File: config.mk
export PLATFORM = sky130hd
export DESIGN_NAME = register_file_flat
export DESIGN_NICKNAME = d
export VERILOG_FILES = /design/src/rtl/register_file_if.sv /design/src/rtl/register_file.sv /design/src/flat_wrapper.sv
export SDC_FILE = /design/constraint.sdc
export NUM_CORES = 2
export LEC_CHECK = 0
export CELL_PAD_IN_SITES_DETAIL_PLACEMENT = 1
export CELL_PAD_IN_SITES_GLOBAL_PLACEMENT = 2
export CORE_MARGIN = 1
export CORE_UTILIZATION = 42
export CTS_CLUSTER_DIAMETER = 120
export DETAILED_ROUTE_END_ITERATION = 6
export PLACE_DENSITY = 0.75
export SETUP_SLACK_MARGIN = 0.2
export SLEW_MARGIN = 20
export SYNTH_ARGS = -nofsm -noshare
export SYNTH_HDL_FRONTEND = slang
export SYNTH_SLANG_ARGS = --single-unit
File: constraint.sdc
create_clock -name clock -period 2.74 [get_ports clock]
set_clock_uncertainty 0.2 [all_clocks]
set_input_delay 0.548 -clock clock [delete_from_list [all_inputs] [get_ports clock]]
set_output_delay 0.548 -clock clock [all_outputs]
set_load 0.01 [all_outputs]
File: src/rtl/register_file_if.sv
// Register file access bundle: two read ports and one write port.
// Master is the datapath side, slave is the register file.
interface register_file_if #(
  parameter int DATA_WIDTH = 32,
  parameter int ADDR_WIDTH = 5
);
  logic [ADDR_WIDTH-1:0] readAddr1;
  logic [ADDR_WIDTH-1:0] readAddr2;
  logic [ADDR_WIDTH-1:0] writeAddr;
  logic [DATA_WIDTH-1:0] writeData;
  logic                  writeEnable;
  logic [DATA_WIDTH-1:0] readData1;
  logic [DATA_WIDTH-1:0] readData2;

  modport master (
    output readAddr1,
    output readAddr2,
    output writeAddr,
    output writeData,
    output writeEnable,
    input  readData1,
    input  readData2
  );

  modport slave (
    input  readAddr1,
    input  readAddr2,
    input  writeAddr,
    input  writeData,
    input  writeEnable,
    output readData1,
    output readData2
  );
endinterface

File: src/rtl/register_file.sv
// MIPS GPR file: 2 combinational read ports, 1 sync write port,
// write-first bypass, $zero hard-wired to 0.
module register_file #(
  parameter int DATA_WIDTH = 32,
  parameter int ADDR_WIDTH = 5
) (
  input logic           clock,
  input logic           reset,
  register_file_if.slave rf
);
  localparam int DEPTH = 2 ** ADDR_WIDTH;

  logic [DATA_WIDTH-1:0] mem [DEPTH];
  logic                  wrHit;
  logic                  hit1;
  logic                  hit2;
  logic [DATA_WIDTH-1:0] rd1;
  logic [DATA_WIDTH-1:0] rd2;

  assign wrHit = rf.writeEnable && !reset
              && (rf.writeAddr != '0);
  assign hit1  = wrHit
              && (rf.readAddr1 == rf.writeAddr);
  assign hit2  = wrHit
              && (rf.readAddr2 == rf.writeAddr);

  always_ff @(posedge clock) begin
    if (reset) begin
      for (int i = 0; i < DEPTH; i++) begin
        mem[i] <= '0;
      end
    end else if (wrHit) begin
      mem[rf.writeAddr] <= rf.writeData;
    end
  end

  // Address 0 and a bypass hit never coincide: a hit needs writeAddr != 0.
  always_comb begin
    rd1 = mem[rf.readAddr1];
    unique case (1'b1)
      (rf.readAddr1 == '0): rd1 = '0;
      hit1:                 rd1 = rf.writeData;
      default: ;
    endcase
  end

  always_comb begin
    rd2 = mem[rf.readAddr2];
    unique case (1'b1)
      (rf.readAddr2 == '0): rd2 = '0;
      hit2:                 rd2 = rf.writeData;
      default: ;
    endcase
  end

  assign rf.readData1 = rd1;
  assign rf.readData2 = rd2;
endmodule

File: src/flat_wrapper.sv
// flat-port wrapper written by rule: the top's interface ports become plain ports
module register_file_flat 
#(
  parameter int DATA_WIDTH = 32,
  parameter int ADDR_WIDTH = 5
)
  (clock, reset, rf_readAddr1, rf_readAddr2, rf_writeAddr, rf_writeData, rf_writeEnable, rf_readData1, rf_readData2);
  register_file_if #(.DATA_WIDTH(DATA_WIDTH), .ADDR_WIDTH(ADDR_WIDTH)) rf_i ();
  input logic clock;
  input logic reset;
  input wire logic [$bits(rf_i.readAddr1)-1:0] rf_readAddr1;
  input wire logic [$bits(rf_i.readAddr2)-1:0] rf_readAddr2;
  input wire logic [$bits(rf_i.writeAddr)-1:0] rf_writeAddr;
  input wire logic [$bits(rf_i.writeData)-1:0] rf_writeData;
  input wire logic [$bits(rf_i.writeEnable)-1:0] rf_writeEnable;
  output wire logic [$bits(rf_i.readData1)-1:0] rf_readData1;
  output wire logic [$bits(rf_i.readData2)-1:0] rf_readData2;
  assign rf_i.readAddr1 = rf_readAddr1;
  assign rf_i.readAddr2 = rf_readAddr2;
  assign rf_i.writeAddr = rf_writeAddr;
  assign rf_i.writeData = rf_writeData;
  assign rf_i.writeEnable = rf_writeEnable;
  assign rf_readData1 = rf_i.readData1;
  assign rf_readData2 = rf_i.readData2;
  register_file #(.DATA_WIDTH(DATA_WIDTH), .ADDR_WIDTH(ADDR_WIDTH)) u_core (.clock(clock), .reset(reset), .rf(rf_i));
endmodule
* Word level (Yosys, flattened, before mapping)
Memory sizes are Yosys's and may differ from the RTL's.
Index checks and enable logic that the tools add are counted.
** Storage, ports and cells
- Bits of input ports :: 50
- Logic and storage cells :: 22
- Bits in writable memories :: 1024
- Output and inout port bits :: 64
- Memories :: 1
- Register bits :: 0
** Cells by class
- Reduce and logical (&&, ||, !) cells :: 9
- Eq/ne operators :: 2
- Mux-type cells :: 10
** Memory list
- u_core.mem :: depth 32, bits a word 32, read ports 2, clocked after Yosys merged registers in 0, wr ports 32, line register_file.sv:13 : logic [DATA_WIDTH-1:0] mem [DEPTH];
** Operators by type and width (count)
- $pmux W32 S2 :: 2
- $mux W32 :: 1
- $reduce_or A32 Y1 :: 1
- $eq A5 B5 Y1 :: 2
- $logic_not A5 Y1 :: 2
- $mux W1 :: 6
- $mux W5 :: 1
- $reduce_bool A5 Y1 :: 1
- $logic_and A1 B1 Y1 :: 4
- $logic_not A1 Y1 :: 1

* Depth between registers and ports, before layout
- Depth in word-level cells :: 8
- Depth in mapped cells :: 10
- Gate-level depth less buffers :: 5

* Least setup slack after synthesis
No wires, ideal clock.
- Path kind :: input-to-output
- From :: input rf_readAddr2[0]
- To :: output rf_readData2[16]
- Arrival :: 2275 ps
- Path buffers :: 4
- Stages on the path :: 8
- Setup slack :: -283 ps
- Data required time :: 1992 ps
- Cells stage by stage :: buf_2 buf_6 buf_6 buf_2 mux4_2 a22oi_1 a21oi_1 a211o_1
** Between the ends
- Cells in the longest elaborated chain, start to end :: 3
- Elaborated cells on any way between the ends :: 5
- Classes of those cells :: eq/ne: 1; mux: 1; reduce/logical: 2; memory: 1
** Ends and longest elaborated chain
- start, declared :: line flat_wrapper.sv:12 : input wire logic [$bits(rf_i.readAddr2)-1:0] rf_readAddr2;
- branches (longest 2 deep; another with $mem_v2 Z32 W32)
- $pmux W32 S2 (*) :: line register_file.sv:49 : unique case (1'b1)
- end, declared :: line flat_wrapper.sv:17 : output wire logic [$bits(rf_i.readData2)-1:0] rf_readData2;
Every way passes the cells marked *.

==> metrics.txt <==
# TYPE chip_impl_metric gauge
chip_impl_metric{name="peak_vdd_ir",unit="uV"} 524
chip_impl_metric{name="cap_violations",unit=""} 0
chip_impl_metric{name="number_of_synthesized_flops_with_an_enable_pin",unit=""} 1024
chip_impl_metric{name="sequential_fraction_of_design_power",unit="%"} 45.0
chip_impl_metric{name="period_minus_slack",unit="ns"} 3.62
chip_impl_info{name="registers.top_by_ff_count",value="u_core.mem"} 1
chip_impl_metric{name="place.port_buffers",unit=""} 113
chip_impl_info{name="synth_ff_type",value="sky130_fd_sc_hd__edfxtp_1"} 1
chip_impl_metric{name="maxSlewHeadroom",unit="%"} 48.2
chip_impl_metric{name="fin_hold_viols",unit=""} 0
chip_impl_metric{name="total_power",unit="mW"} 41.3
chip_impl_metric{name="grt_pass1_wl",unit="um"} 315000
chip_impl_metric{name="number_of_distinct_library_cell_variants_in_the_gate_level_netlist_after_synthesis",unit=""} 45
chip_impl_info{name="cp-start-kind",value="flop"} 1
chip_impl_metric{name="cts_inserted_buffers",unit=""} 115
chip_impl_metric{name="initial_core_util",unit="%"} 42.3
chip_impl_metric{name="synth.cell_area",unit="um^2"} 54800
chip_impl_metric{name="switching_fraction_of_total_power",unit="%"} 26.3
chip_impl_metric{name="grt_pass1_vias",unit=""} 41300
chip_impl_metric{name="die_h",unit="um"} 363
chip_impl_metric{name="gr-total-overflow",unit=""} 0
chip_impl_metric{name="detail_route.wirelength",unit="um"} 227000
chip_impl_metric{name="static-leakage-power",unit="nW"} 25.9
chip_impl_metric{name="power_report.internal_total",unit="mW"} 30.4
chip_impl_info{name="cts-root-buf",value="sky130_fd_sc_hd__clkbuf_16"} 1
chip_impl_metric{name="powerDensity",unit="nW/um^2"} 577
chip_impl_metric{name="wl_per_instance",unit="um"} 37.1
chip_impl_metric{name="fin_crit_sh",unit="%"} 132
chip_impl_metric{name="area_growth",unit="%"} 30.9
chip_impl_metric{name="clkSinkCount",unit=""} 1024
chip_impl_metric{name="async_reset_ff_share",unit="%"} 0
chip_impl_metric{name="net_count_of_the_finished_layout",unit=""} 4325
chip_impl_metric{name="place.detailed.hpwl",unit="um"} 149000
chip_impl_metric{name="post_layout_nonfiller_instances",unit=""} 6113
chip_impl_metric{name="synth_cells",unit=""} 3611
chip_impl_metric{name="postLayoutSetupSlackWorst",unit="ns"} -0.882
chip_impl_metric{name="worst_slew_pin_slew",unit="ns"} 0.777
chip_impl_metric{name="core_area",unit="um^2"} 129000
chip_impl_info{name="min_to",value="u_core.mem[0][16]"} 1
chip_impl_info{name="layout_top_registers",value="u_core.mem: 1024 flops"} 1
chip_impl_info{name="violations",value="setup timing"} 1
chip_impl_metric{name="grt_start_max_net_pins",unit=""} 72
chip_impl_metric{name="dpl.cell_count",unit=""} 5720
chip_impl_metric{name="required",unit="ns"} 1.99
chip_impl_metric{name="critPathMaxFanout",unit=""} 2
chip_impl_metric{name="gp_routability_congestion",unit=""} 0.968
chip_impl_metric{name="detailroute.via_count",unit=""} 39200
chip_impl_metric{name="synth-warning-count",unit=""} 0
chip_impl_info{name="hold_class",value="in -> reg"} 1
chip_impl_info{name="netlist.top_cell.by_area",value="sky130_fd_sc_hd__edfxtp_1"} 1
chip_impl_metric{name="global_route.usage.total",unit="%"} 34.3
chip_impl_metric{name="setup_viol_count_final",unit=""} 64
chip_impl_metric{name="placementRows",unit=""} 132
chip_impl_metric{name="avgViaCountPerCell",unit=""} 6.41
chip_impl_metric{name="io_pins",unit=""} 114
chip_impl_info{name="run_status",value="complete, but fails checks"} 1
chip_impl_info{name="worstHoldStart",value="reset"} 1
chip_impl_metric{name="fill_cells",unit=""} 12000
chip_impl_metric{name="worst_setup_hold_path_clk_slew",unit="ns"} 0.06
chip_impl_metric{name="largest_reg_flops",unit=""} 1024
chip_impl_metric{name="yosysTopAreaCellShare",unit="%"} 56.2
chip_impl_metric{name="h-tree-depth",unit=""} 3
chip_impl_metric{name="postSynthAreaPerCell",unit="um^2"} 15.2
chip_impl_metric{name="synth-seq-area-share",unit="%"} 56.2
chip_impl_info{name="setup.worst_path.end_class",value="primary output"} 1
chip_impl_metric{name="design.die.area",unit="um^2"} 132000
chip_impl_metric{name="power.share.combinational",unit="%"} 17.4
chip_impl_metric{name="yosys_reg_bits",unit=""} 1024
chip_impl_metric{name="worstPathArrival",unit="ns"} 2.87
chip_impl_metric{name="worst_hold_path_cell_count",unit=""} 3
chip_impl_metric{name="preCtsSetupSlack",unit="ns"} -1.65
chip_impl_metric{name="drt.antenna.violating_nets",unit=""} 0
chip_impl_metric{name="die-width",unit="um"} 363
chip_impl_info{name="dominant_cells_by_area_after_synthesis",value="sky130_fd_sc_hd__edfxtp_1, sky130_fd_sc_hd__mux4_2, sky130_fd_sc_hd__and2_1, sky130_fd_sc_hd__mux2i_1, sky130_fd_sc_hd__clkbuf_1"} 1
chip_impl_info{name="rsz_0062_raised_after_global_routing",value="yes"} 1
chip_impl_metric{name="final_layout_size_suffix_gt1_share",unit="%"} 44.2
chip_impl_metric{name="cts_max_path_buffers",unit=""} 3
chip_impl_metric{name="finalCoreUtilization",unit="%"} 55.3
chip_impl_metric{name="initial_antenna_violation_count",unit=""} 12
chip_impl_metric{name="total_count_of_max_transition_violations_in_the_final_report",unit=""} 0
chip_impl_metric{name="clock_power_share",unit="%"} 37.6
chip_impl_metric{name="timing.fmax",unit="MHz"} 276
chip_impl_metric{name="switching_power",unit="mW"} 10.9
chip_impl_info{name="cts_tree",value="yes"} 1
chip_impl_metric{name="drc_violation_count_after_routing",unit=""} 0
chip_impl_info{name="timing.setup.critical_path_class",value="reg -> out"} 1
chip_impl_metric{name="drt_first_iter_violations",unit=""} 4964
chip_impl_metric{name="detail_route.first_pass.iterations",unit=""} 5
[worst max path at each step]
stage	start	to	cells past startpoint
3_3_place_gp	rf_writeAddr[4]	rf_readData2[2]	8
2_1_floorplan	rf_readAddr2[0]	rf_readData2[20]	6
4_1_cts	u_core.mem[9][29]	rf_readData1[29]	6
3_5_place_dp	rf_writeAddr[3]	rf_readData2[2]	8
5_1_grt	u_core.mem[9][29]	rf_readData1[29]	6
6_report	u_core.mem[2][29]	rf_readData1[29]	6
[cell usage after synthesis, types with 2 or more instances]
cell type and n:
sky130_fd_sc_hd__edfxtp_1 1024, sky130_fd_sc_hd__and2_1 994, sky130_fd_sc_hd__mux4_2 488, sky130_fd_sc_hd__clkbuf_1 287, sky130_fd_sc_hd__a22oi_1 124, sky130_fd_sc_hd__mux2i_1 110
sky130_fd_sc_hd__buf_2 80, sky130_fd_sc_hd__a211oi_1 62, sky130_fd_sc_hd__a21oi_1 51, sky130_fd_sc_hd__a211o_1 48, sky130_fd_sc_hd__nand3_1 46, sky130_fd_sc_hd__nand2_1 45
sky130_fd_sc_hd__nor2_1 41, sky130_fd_sc_hd__nor2b_1 39, sky130_fd_sc_hd__or2_2 31, sky130_fd_sc_hd__buf_1 24, sky130_fd_sc_hd__mux2_2 22, sky130_fd_sc_hd__a221oi_1 15
sky130_fd_sc_hd__o221ai_1 15, sky130_fd_sc_hd__a32o_1 11, sky130_fd_sc_hd__xnor2_1 10, sky130_fd_sc_hd__buf_4 7, sky130_fd_sc_hd__a22o_1 5, sky130_fd_sc_hd__nand3b_1 4
sky130_fd_sc_hd__buf_6 3, sky130_fd_sc_hd__or3_1 3, sky130_fd_sc_hd__or3b_2 3, sky130_fd_sc_hd__o311ai_2 2
[power by group through the flow]
stage          combinational [mW]  sequential (mW)  clock (mW)
3_5_place_dp                 6.14             18.9           0
3_3_place_gp                 6.07             18.7           0
2_1_floorplan                3.06             18.7           0
5_1_grt                      7.34             18.7        16.1
4_1_cts                      6.87             18.6        15.6
6_report                     7.18             18.6        15.5
[cells in the final DEF, fill, tap and decap left out, drive strengths merged, types with 5 or more instances in the layout]
| master | netlist | final |
|---|---|---|
| mux2i | 110 | 110 |
| xnor2 | 10 | 10 |
| a21oi | 51 | 51 |
| conb | 1 | 32 |
| a211o | 48 | 48 |
| clkbuf | 287 | 153 |
| bufinv | 0 | 11 |
| a221oi | 15 | 15 |
| nand2 | 45 | 45 |
| a211oi | 62 | 62 |
| mux2 | 22 | 22 |
| o221ai | 15 | 15 |
| clkdlybuf4s50 | 0 | 32 |
| a32o | 11 | 11 |
| and2 | 995 | 996 |
| buf | 114 | 873 |
| mux4 | 488 | 488 |
| nor2b | 39 | 39 |
| a22oi | 124 | 124 |
| clkinv | 0 | 41 |
| a22o | 5 | 5 |
| nand3 | 46 | 46 |
| edfxtp | 1024 | 1024 |
| nor2 | 41 | 41 |
| or2 | 32 | 32 |
| clkinvlp | 0 | 5 |
[worst max-delay path: stages (launching register included)]
cell	delay [ns]
sky130_fd_sc_hd__edfxtp_1	0.42
sky130_fd_sc_hd__mux4_2	0.58
sky130_fd_sc_hd__mux4_2	0.54
sky130_fd_sc_hd__nor2_4	0.13
sky130_fd_sc_hd__nor2_1	0.06
sky130_fd_sc_hd__a22o_1	0.26
sky130_fd_sc_hd__buf_2	0.16
[stage by stage]
step / setup TNS, ns / cell area [um^2] / hold WS (ns)
final: -39.29 / 71600 / 0.382
after global placement: -282.53 / 63800 / 1.10
after CTS: -38.57 / 70700 / 0.341
after global routing: -41.50 / 71600 / 0.375
after detailed placement: -363.60 / 63800 / 1.12
after floorplan: -4.05 / 55600 / 0.546
[repair_timing]
action,in CTS,in global routing
setup endpoints to repair,64,64
hold buffers,0,0
gates cloned,17,3
resized for setup,708,99
pin swaps,192,72
setup buffers,118,42
[logic make-up after synthesis]
family / after synthesis / synth area share (%)
compound gates: 340 / 4.71
buf+inv: 402 / 3.03
other cells: 1 / 0.00685
flops: 1024 / 56.2
mux: 620 / 22.5
xor+xnor: 10 / 0.160
simple gates: 1214 / 13.4
[layer usage]
layer  vias to the layer above  track usage, %  wire length, um
li1                      15300               -                -
met1                     20900            44.2            84500
met2                      2437            53.5           105000
met3                       548            7.84            22900
met4                         4            19.2            14400
met5                         -           0.145               26
[area by class of cell]
| cell class | count | area, um^2 | area share, % |
|---|---|---|---|
| Sequential cell | 1024 | 30700 | 42.9 |
| Multi-Input combinational cell | 2217 | 24500 | 34.2 |
| Timing Repair Buffer | 916 | 10500 | 14.7 |
| Clock buffer | 149 | 3070 | 4.28 |
| Tap cell | 1742 | 2180 | 3.04 |
| Clock inverter | 60 | 591 | 0.824 |
| Antenna cell | 4 | 10.0 | 0.0140 |
| Inverter | 1 | 3.75 | 0.00524 |
Note: power is estimated with default switching activity, not from simulation.
